$ cat src/rtl/declyr_seq.sv
// Decoder-side expansion layer: one shared 2-input MAC turns a latent pair (z1, z2)
// into N_OUT saturated Q8.8 outputs, one per CALC/OUT cycle pair.
module declyr_seq #(
  parameter int N_OUT = 9,
  parameter int DW    = 16,
  parameter int FRAC  = 8,
  parameter int AW    = 6
) (
  input  logic                 clk,
  input  logic                 rst_n,
  input  logic                 cfg_we,
  input  logic [AW-1:0]        cfg_addr,
  input  logic signed [DW-1:0] cfg_data,
  input  logic                 in_valid,
  output logic                 in_ready,
  input  logic signed [DW-1:0] z1,
  input  logic signed [DW-1:0] z2,
  output logic                 out_valid,
  input  logic                 out_ready,
  output logic signed [DW-1:0] out_data,
  output logic [3:0]           out_idx,
  output logic                 out_last,
  output logic                 busy
);

  localparam int WS = 2*DW + 2;
  localparam logic [3:0] LAST = 4'(N_OUT-1);
  localparam logic signed [DW-1:0] OMAX = {1'b0, {(DW-1){1'b1}}};
  localparam logic signed [DW-1:0] OMIN = {1'b1, {(DW-1){1'b0}}};

  typedef enum logic [1:0] {IDLE, CALC, OUT} state_t;

  state_t               state;
  logic [3:0]           idx;
  logic signed [DW-1:0] z1_p0, z2_p0;
  logic signed [DW-1:0] w1 [N_OUT];
  logic signed [DW-1:0] w2 [N_OUT];
  logic signed [DW-1:0] bq [N_OUT];
  logic signed [DW-1:0] w1_sel, w2_sel, b_sel, mac_res;

  function automatic logic signed [DW-1:0] sat_q(input logic signed [WS-1:0] v);
    if (v > WS'(OMAX))      return OMAX;
    else if (v < WS'(OMIN)) return OMIN;
    else                    return v[DW-1:0];
  endfunction

  // Full-precision sum, then floor shift back to Q8.8 before clamping.
  function automatic logic signed [DW-1:0] mac_q(input logic signed [DW-1:0] a1,
                                                 input logic signed [DW-1:0] c1,
                                                 input logic signed [DW-1:0] a2,
                                                 input logic signed [DW-1:0] c2,
                                                 input logic signed [DW-1:0] bias);
    logic signed [2*DW-1:0] m1, m2;
    logic signed [WS-1:0]   acc;
    m1  = a1 * c1;
    m2  = a2 * c2;
    acc = WS'(m1) + WS'(m2) + (WS'(bias) <<< FRAC);
    return sat_q(acc >>> FRAC);
  endfunction

  always_comb begin
    w1_sel = '0;
    w2_sel = '0;
    b_sel  = '0;
    for (int j = 0; j < N_OUT; j++) begin
      if (idx == 4'(j)) begin
        w1_sel = w1[j];
        w2_sel = w2[j];
        b_sel  = bq[j];
      end
    end
    mac_res = mac_q(z1_p0, w1_sel, z2_p0, w2_sel, b_sel);
  end

  always_ff @(posedge clk or negedge rst_n) begin
    if (!rst_n) begin
      state     <= IDLE;
      idx       <= '0;
      z1_p0     <= '0;
      z2_p0     <= '0;
      in_ready  <= 1'b1;
      out_valid <= 1'b0;
      out_data  <= '0;
      out_idx   <= '0;
      out_last  <= 1'b0;
      busy      <= 1'b0;
      for (int j = 0; j < N_OUT; j++) begin
        w1[j] <= '0;
        w2[j] <= '0;
        bq[j] <= '0;
      end
    end else begin
      // Coefficients only change between vectors so an active vector sees one set.
      if (state == IDLE && cfg_we) begin
        for (int j = 0; j < N_OUT; j++) begin
          if (cfg_addr == AW'(j))           w1[j] <= cfg_data;
          if (cfg_addr == AW'(N_OUT + j))   w2[j] <= cfg_data;
          if (cfg_addr == AW'(2*N_OUT + j)) bq[j] <= cfg_data;
        end
      end
      case (state)
        IDLE: begin
          if (in_valid) begin
            z1_p0    <= z1;
            z2_p0    <= z2;
            idx      <= '0;
            in_ready <= 1'b0;
            busy     <= 1'b1;
            state    <= CALC;
          end
        end
        CALC: begin
          out_data  <= mac_res;
          out_idx   <= idx;
          out_last  <= (idx == LAST);
          out_valid <= 1'b1;
          state     <= OUT;
        end
        OUT: begin
          if (out_ready) begin
            out_valid <= 1'b0;
            if (idx == LAST) begin
              in_ready <= 1'b1;
              busy     <= 1'b0;
              state    <= IDLE;
            end else begin
              idx   <= idx + 4'd1;
              state <= CALC;
            end
          end
        end
        default: state <= IDLE;
      endcase
    end
  end

endmodule

$ cat config.mk
export PLATFORM = sky130hd
export DESIGN_NAME = declyr_seq
export DESIGN_NICKNAME = d
export VERILOG_FILES = /design/src/rtl/declyr_seq.sv
export SDC_FILE = /design/constraint.sdc
export NUM_CORES = 2
export LEC_CHECK = 0
export ABC_AREA = 1
export BUFFER_PORTS_ARGS = -buffer_cell sky130_fd_sc_hd__buf_2
export CAP_MARGIN = 30
export CORE_ASPECT_RATIO = 1.5
export CORE_MARGIN = 2
export CORE_UTILIZATION = 37
export CTS_CLUSTER_DIAMETER = 80
export DETAILED_ROUTE_END_ITERATION = 10
export PLACE_DENSITY_LB_ADDON = 0.08
export RECOVER_POWER = 100
export SLEW_MARGIN = 20
export SYNTH_ARGS = -nofsm -noshare
export SYNTH_HDL_FRONTEND = slang
export SYNTH_SLANG_ARGS = --single-unit
$ cat constraint.sdc
create_clock -name clk -period 11.5 [get_ports clk]
set_input_delay 1.15 -clock clk [delete_from_list [all_inputs] [get_ports clk]]
set_output_delay 1.15 -clock clk [all_outputs]
set_load 0.05 [all_outputs]
After elaboration in Yosys (flattened, before gate mapping)
Index checks and enable logic that the tools add are counted.
{"block": "totals", "ff_bits": 494, "in_bits": 59}
{"block": "classes", "addsub": 3, "mul": 2, "n_lt_le_gt_ge": 2, "eq_ne": 40, "n_mux": 47, "n_reduce_logical": 38}
{"op": "$mux W16", "count": 29}
{"op": "$eq A6 B5 Y1 const B", "count": 11}
{"op": "$mul A16 B16 Y32", "count": 2}
{"op": "$reduce_and A2 Y1", "count": 30}
{"op": "$eq A6 B4 Y1 const B", "count": 8}
{"op": "$add A33 B24 Y34", "count": 1}
{"op": "$add A32 B32 Y33", "count": 1}
{"op": "$gt A26 B16 Y1 const B", "count": 1}
{"op": "$lt A26 B16 Y1 const B", "count": 1}
{"op": "$eq A6 B3 Y1 const B", "count": 4}
{"op": "$eq A4 B3 Y1 const B", "count": 4}
{"op": "$eq A6 B2 Y1 const B", "count": 2}
{"op": "$mux W4", "count": 3}
{"op": "$eq A4 B2 Y1 const B", "count": 2}
{"op": "$mux W1", "count": 8}
{"op": "$ne A2 B2 Y1 const B", "count": 4}
{"op": "$pmux W4 S2", "count": 1}
{"op": "$reduce_and A4 Y1", "count": 2}
{"op": "$eq A6 B1 Y1 const B", "count": 1}
{"op": "$logic_not A6 Y1", "count": 1}
{"op": "$pmux W1 S2", "count": 3}
{"op": "$pmux W2 S3", "count": 1}
{"op": "$add A4 B1 Y4 const B", "count": 1}
{"op": "$eq A4 B1 Y1 const B", "count": 1}
{"op": "other kinds (8)", "count": 10}

Depth between registers and ports, before layout
{"block": "logic_depth", "ltp_word": 16, "depth_mapped": 52, "mapped_depth_nobuf": 50}

Least setup slack after synthesis
OpenSTA, ideal clock, no wires.
{"block": "synth_timing", "path_kind": "reg2reg", "from": "reg idx[0]", "to": "reg out_data[0]", "setup_ns": 0.118, "t_arrival_ns": 8.958, "t_required_ns": 11.382, "setup_slack_ns": 2.424, "stages_incl_launch_ff": 43, "period_less_slack_ns": 9.076, "cell_sequence": "dfrtp_1 > inv_1 > ha_1 > nand2_2 > clkbuf_1 > buf_1 > nand3_1 > o211ai_1 > a41oi_1 > nor2_1 > o211ai_1 > o21ai_1 > clkinv_1 > nand2_1 > fa_1 > fa_1 > fa_1 > inv_1 > [7 not listed] > fa_1 > inv_1 > ha_1 > inv_1 > nor3_1 > a2111oi_0 > nand2_1 > nand2_1 > nand2_1 > inv_1 > nand3b_1 > nor2_1 > nand3_2 > nand2_4 > buf_6 > nand2_1 > nand2_1 > nand2_1"}
{"block": "synth_between", "elab_chain_len": 16}
{"element": "start: declaration", "line_no": "34", "source": "logic [3:0] idx;"}
{"element": "start signal: assignment", "line_no": "127", "source": "idx <= idx + 4'd1;"}
{"element": "$logic_not A4 Y1", "line_no": "66", "source": "if (idx == 4'(j)) begin"}
{"element": "$mux W16 (9 in series)", "line_no": "66"}
{"element": "$mul A16 B16 Y32, on equally long branches", "line_no": "55, 56"}
{"element": "$add A32 B32 Y33", "line_no": "57", "source": "acc = WS'(m1) + WS'(m2) + (WS'(bias) <<< FRAC);"}
{"element": "$add A33 B24 Y34 *", "line_no": "57"}
{"element": "$lt A26 B16 Y1", "line_no": "43", "source": "else if (v < WS'(OMIN)) return OMIN;"}
{"element": "$mux W16", "line_no": "43"}
{"element": "$mux W16 *", "line_no": "42", "source": "if (v > WS'(OMAX)) return OMAX;"}
{"element": "end signal: assignment", "line_no": "113", "source": "out_data <= mac_res;"}
{"element": "end: declaration", "line_no": "20", "source": "output logic signed [DW-1:0] out_data,"}
Every way passes the cells marked *; elsewhere a longest branch is shown, timed or not.
A chain may end at the register's enable or synchronous reset.

Worst setup path after layout
{"block": "layout_timing", "from": "reg idx[0]", "to": "reg out_data[10]"}
Same word-level chain as after synthesis.

==> flow_results.org <==
** Logic synthesis
- Area share of the largest cell type after synthesis :: 29.37%
- Leading cell types by total area after synthesis :: dfrtp_1 29%, fa_1 29%, nand2_1 10%, inv_1 7.0%, o21ai_0 6.8%
- Number of synthesized register bits :: 494
- Synthesis handed over a netlist of 4883 instances.
- Top cell type by total area after synthesis :: dfrtp_1
- Synthesized netlist net count :: 5700
- Post-synthesis cell type count :: 44
- For this run, the number of Yosys warnings is 0.
- EDFF count, synth :: 0
- Asr flop ratio synth :: 100.0%
- For this run, the register share of the synthesized area comes to 29.43%.
- Synthesized area :: 42000 µm²
- Top flip-flop cell by instance count after synthesis :: dfrtp_1
- Mapped Avg Cell Area :: 8.602 µm²

** Global routing
- Global-route wire length before repair :: 218200 µm
- The via count of the first global-routing pass is 34510.
- After global routing the overflow that remains totals 0.
- Antenna violations before repair :: 0
- Maximum number of pins on one net before global-route repair :: 77
- Global-route usage over all layers :: 24.96%

** Route
- Post-route DRC violation count :: 0
- Detailed routing inserted a total of 32070 vias.
- For this run, the detailed router's first-pass iteration total came to 7.
- After the first detailed-routing iteration, the DRC count stood at 1974.
- Wirelength per Cell :: 22.10 µm
- Summed over all layers, the routed wires come to 140800 µm.
- Dividing the detail-routed via count by the number of cells gives 5.032.
- Number of nets with antenna violations after routing :: 0

** Clock tree
- After clock tree synthesis, the clock-pin slew on the worst setup and hold paths is 0.06 ns.
- Clock Root Buffer :: clkbuf_16
- For the worst-skew pair, the clock arrives at the later sink with an insertion delay of 0.65 ns.
- The H-tree was split into 2 levels.
- Once the clock tree was built, the setup fixing pass inserted 0 buffers.
- CTS Sinks :: 494
- Bufs on Longest Clock Path :: 3
- Number of buffers added by the clock tree synthesis step :: 56
- TritonCTS clock tree :: built
- Gates resized during post-CTS repair numbered 0.
- In this run, post-CTS hold repair placed 0 buffers.

** Floorplan
- Overall die height :: 416.7 µm
- DIE AREA :: 116300 µm²
- In this run the count of I/O pins placed on the die edge is 83.
- Initial core utilization :: 37.24%
- The core region is 112800 µm².
- DIE WIDTH :: 279.1 µm
- The initialized floorplan defines 151 standard-cell rows.

** Worst setup path
- Worst EP required :: 12.09 ns
- The critical path in this run is classified as flop to flop.
- Stage delay of the slowest cell on the critical path :: 0.72 ns
- Buf+Inv Stages, Crit Path :: 12
- Largest delay share family, worst path :: adder cells
- WP data arrival :: 11.36 ns
- The slowest stage of the critical path is the o21ai_1 cell.
- Along the worst path, the maximum fanout reaches 39.
- Crit path top cell by count :: inv_1
- Startpoint types :: flop
- Crit path capture type :: flop

** Timing
- Count of final max-slew check failures :: 364
- Relative slew margins :: -250.0%
- Setup clock skew after layout :: 0.01887 ns
- The final-report hold violation count was 0.
- Transition time at the pin with the least slew margin :: 5.251 ns
- Based on the critical path, the design can be clocked at up to 0.09287 GHz.
- Final number of setup-violating endpoints :: 0
- Summed negative setup slack over all endpoints :: 0 ns
- The final critical path takes up 93.64% of the cycle.
- Unrepaired setup endpoints after global routing :: false
- The worst path needs 10.77 ns of the cycle, external delays included.

** Finish
- The finished cells cover 45820 µm².
- Antenna diode count :: 0
- Fin nets :: 5696
- Proportion of layout cells with a drive suffix above 1 :: 5.305%
- After filler insertion, the fill cell instance count of the layout stands at 11690.
- In the final layout, the multi-input gates occupy 25640 µm².
- Post-synthesis to final-layout area growth :: 9.094%
- The sequential cells in the finished layout cover a total of 12360 µm².

** Placed design
- IO Port Bufs :: 82
- DP HPWL :: 112300 µm
- Area of placed instances :: 44230 µm²
- Routability-driven placement finished with a final weighted congestion of 0.9956.

** Status
- The flow ran to the end, but the final reports show violations.
- The final reports fail on capacitance limit, slew limit.

** Min path
- The path class of the tightest hold or removal check is flop to flop.

** Run
- The tool flagged a number of max-cap violations equal to 8.
[flip-flops by register name (all words and copies together), names as in the netlist, 4 cells and up]
register  count
bq          144
w1          144
w2          144
out_data     16
z1_p0        16
z2_p0        16
idx           4
out_idx       4
[layout by cell type, fill, tap and decap left out, drive strengths merged, types with 99 or more instances in the layout]
cell type  instances
o21ai            587
dfrtp            493
clkbuf           145
ha               144
nand2           1185
nor2             414
buf              131
inv              793
nand3             99
fa               614
[synthesized netlist by cell type, types with 2 or more instances]
cell type,count
nand2_1,1169
inv_1,785
fa_1,614
o21ai_0,571
dfrtp_1,493
nor2_1,411
clkbuf_1,203
ha_1,144
nand3_1,96
o211ai_1,77
a31oi_1,46
a21oi_1,41
buf_1,41
a41oi_1,25
clkinv_1,18
xor2_1,18
o21ai_1,16
o22ai_1,16
xnor2_1,14
nand2_2,12
nor3_1,10
buf_2,8
a211oi_1,5
inv_2,5
nand3b_1,5
a221oi_1,4
buf_6,4
nand2_4,4
nand3_2,3
nor4_1,3
o21a_1,3
or2_2,3
and3_1,2
nand4_1,2
nor2_4,2
o21bai_1,2
[area by class of cell]
class                      count  area share (%)
clock buffer                  81           3.547
inverter                     809           6.630
tap                         1453           3.967
multi-input combinational   3323           55.96
sequential                   494           26.98
clock inverter                18          0.5079
timing repair buffer         195           2.411
[worst min-delay path, delay by kind of cell, from the launching register on]
kind	cells	cell delay [ns]
AND/OR/NAND/NOR	1	0.05
AO/OA/AOI/OAI	1	0.06
flip-flops	1	0.34
[layer usage]
metal,global-route usage (%),share of wire (%),wire length (µm),up-vias
met4,12.44,6.1,8522,0
met5,0,0,0,-
met2,45.91,53,74180,657
met1,28.98,38,54140,16170
li1,-,-,-,14980
met3,2.032,2.8,3968,259
[cell families (layout without fill, tap and decap cells)]
logic type                 after synthesis  after routing  share of synthesized area, %
and+or+nand+nor                       1724           1724                         16.06
buffers and inverters                 1066           1103                         9.633
AOI/OAI and AO/OA                      809            809                         10.65
adders and majority gates              758            758                         33.55
DFF                                    494            494                         29.43
xor gates and xnor gates                32             32                        0.6672
[per-stage QoR]
stage               setup slack, ns  utilization [%]  hold WS [ns]  cells
floorplan                     2.424                -        0.4444   4883
global placement             0.8816            38.95        0.4607   6247
detailed placement           0.8037            39.21        0.4623   6264
global route                0.06012            40.63        0.4928   6373
CTS                          0.7676            40.86        0.4786   6363
finish                       0.7318            40.63        0.4751   6373
[worst paths after layout]
kind	startpoint	to	slack [ns]	cells after the start
max	idx[0]	out_data[10]	0.73	40
min	w2[0]	w2[0]	0.48	2
min reg2reg	w2[0]	w2[0]	0.48	2
max reg2reg	idx[0]	out_data[10]	0.73	40
min in group asynchronous	rst_n	z2_p0[0]	2.42	1
max in group asynchronous	rst_n	bq[132]	2.58	4
Power is left out: the tool's default activity adds up to more than one toggle a clock period on the data nets, which glitch-free logic cannot reach.
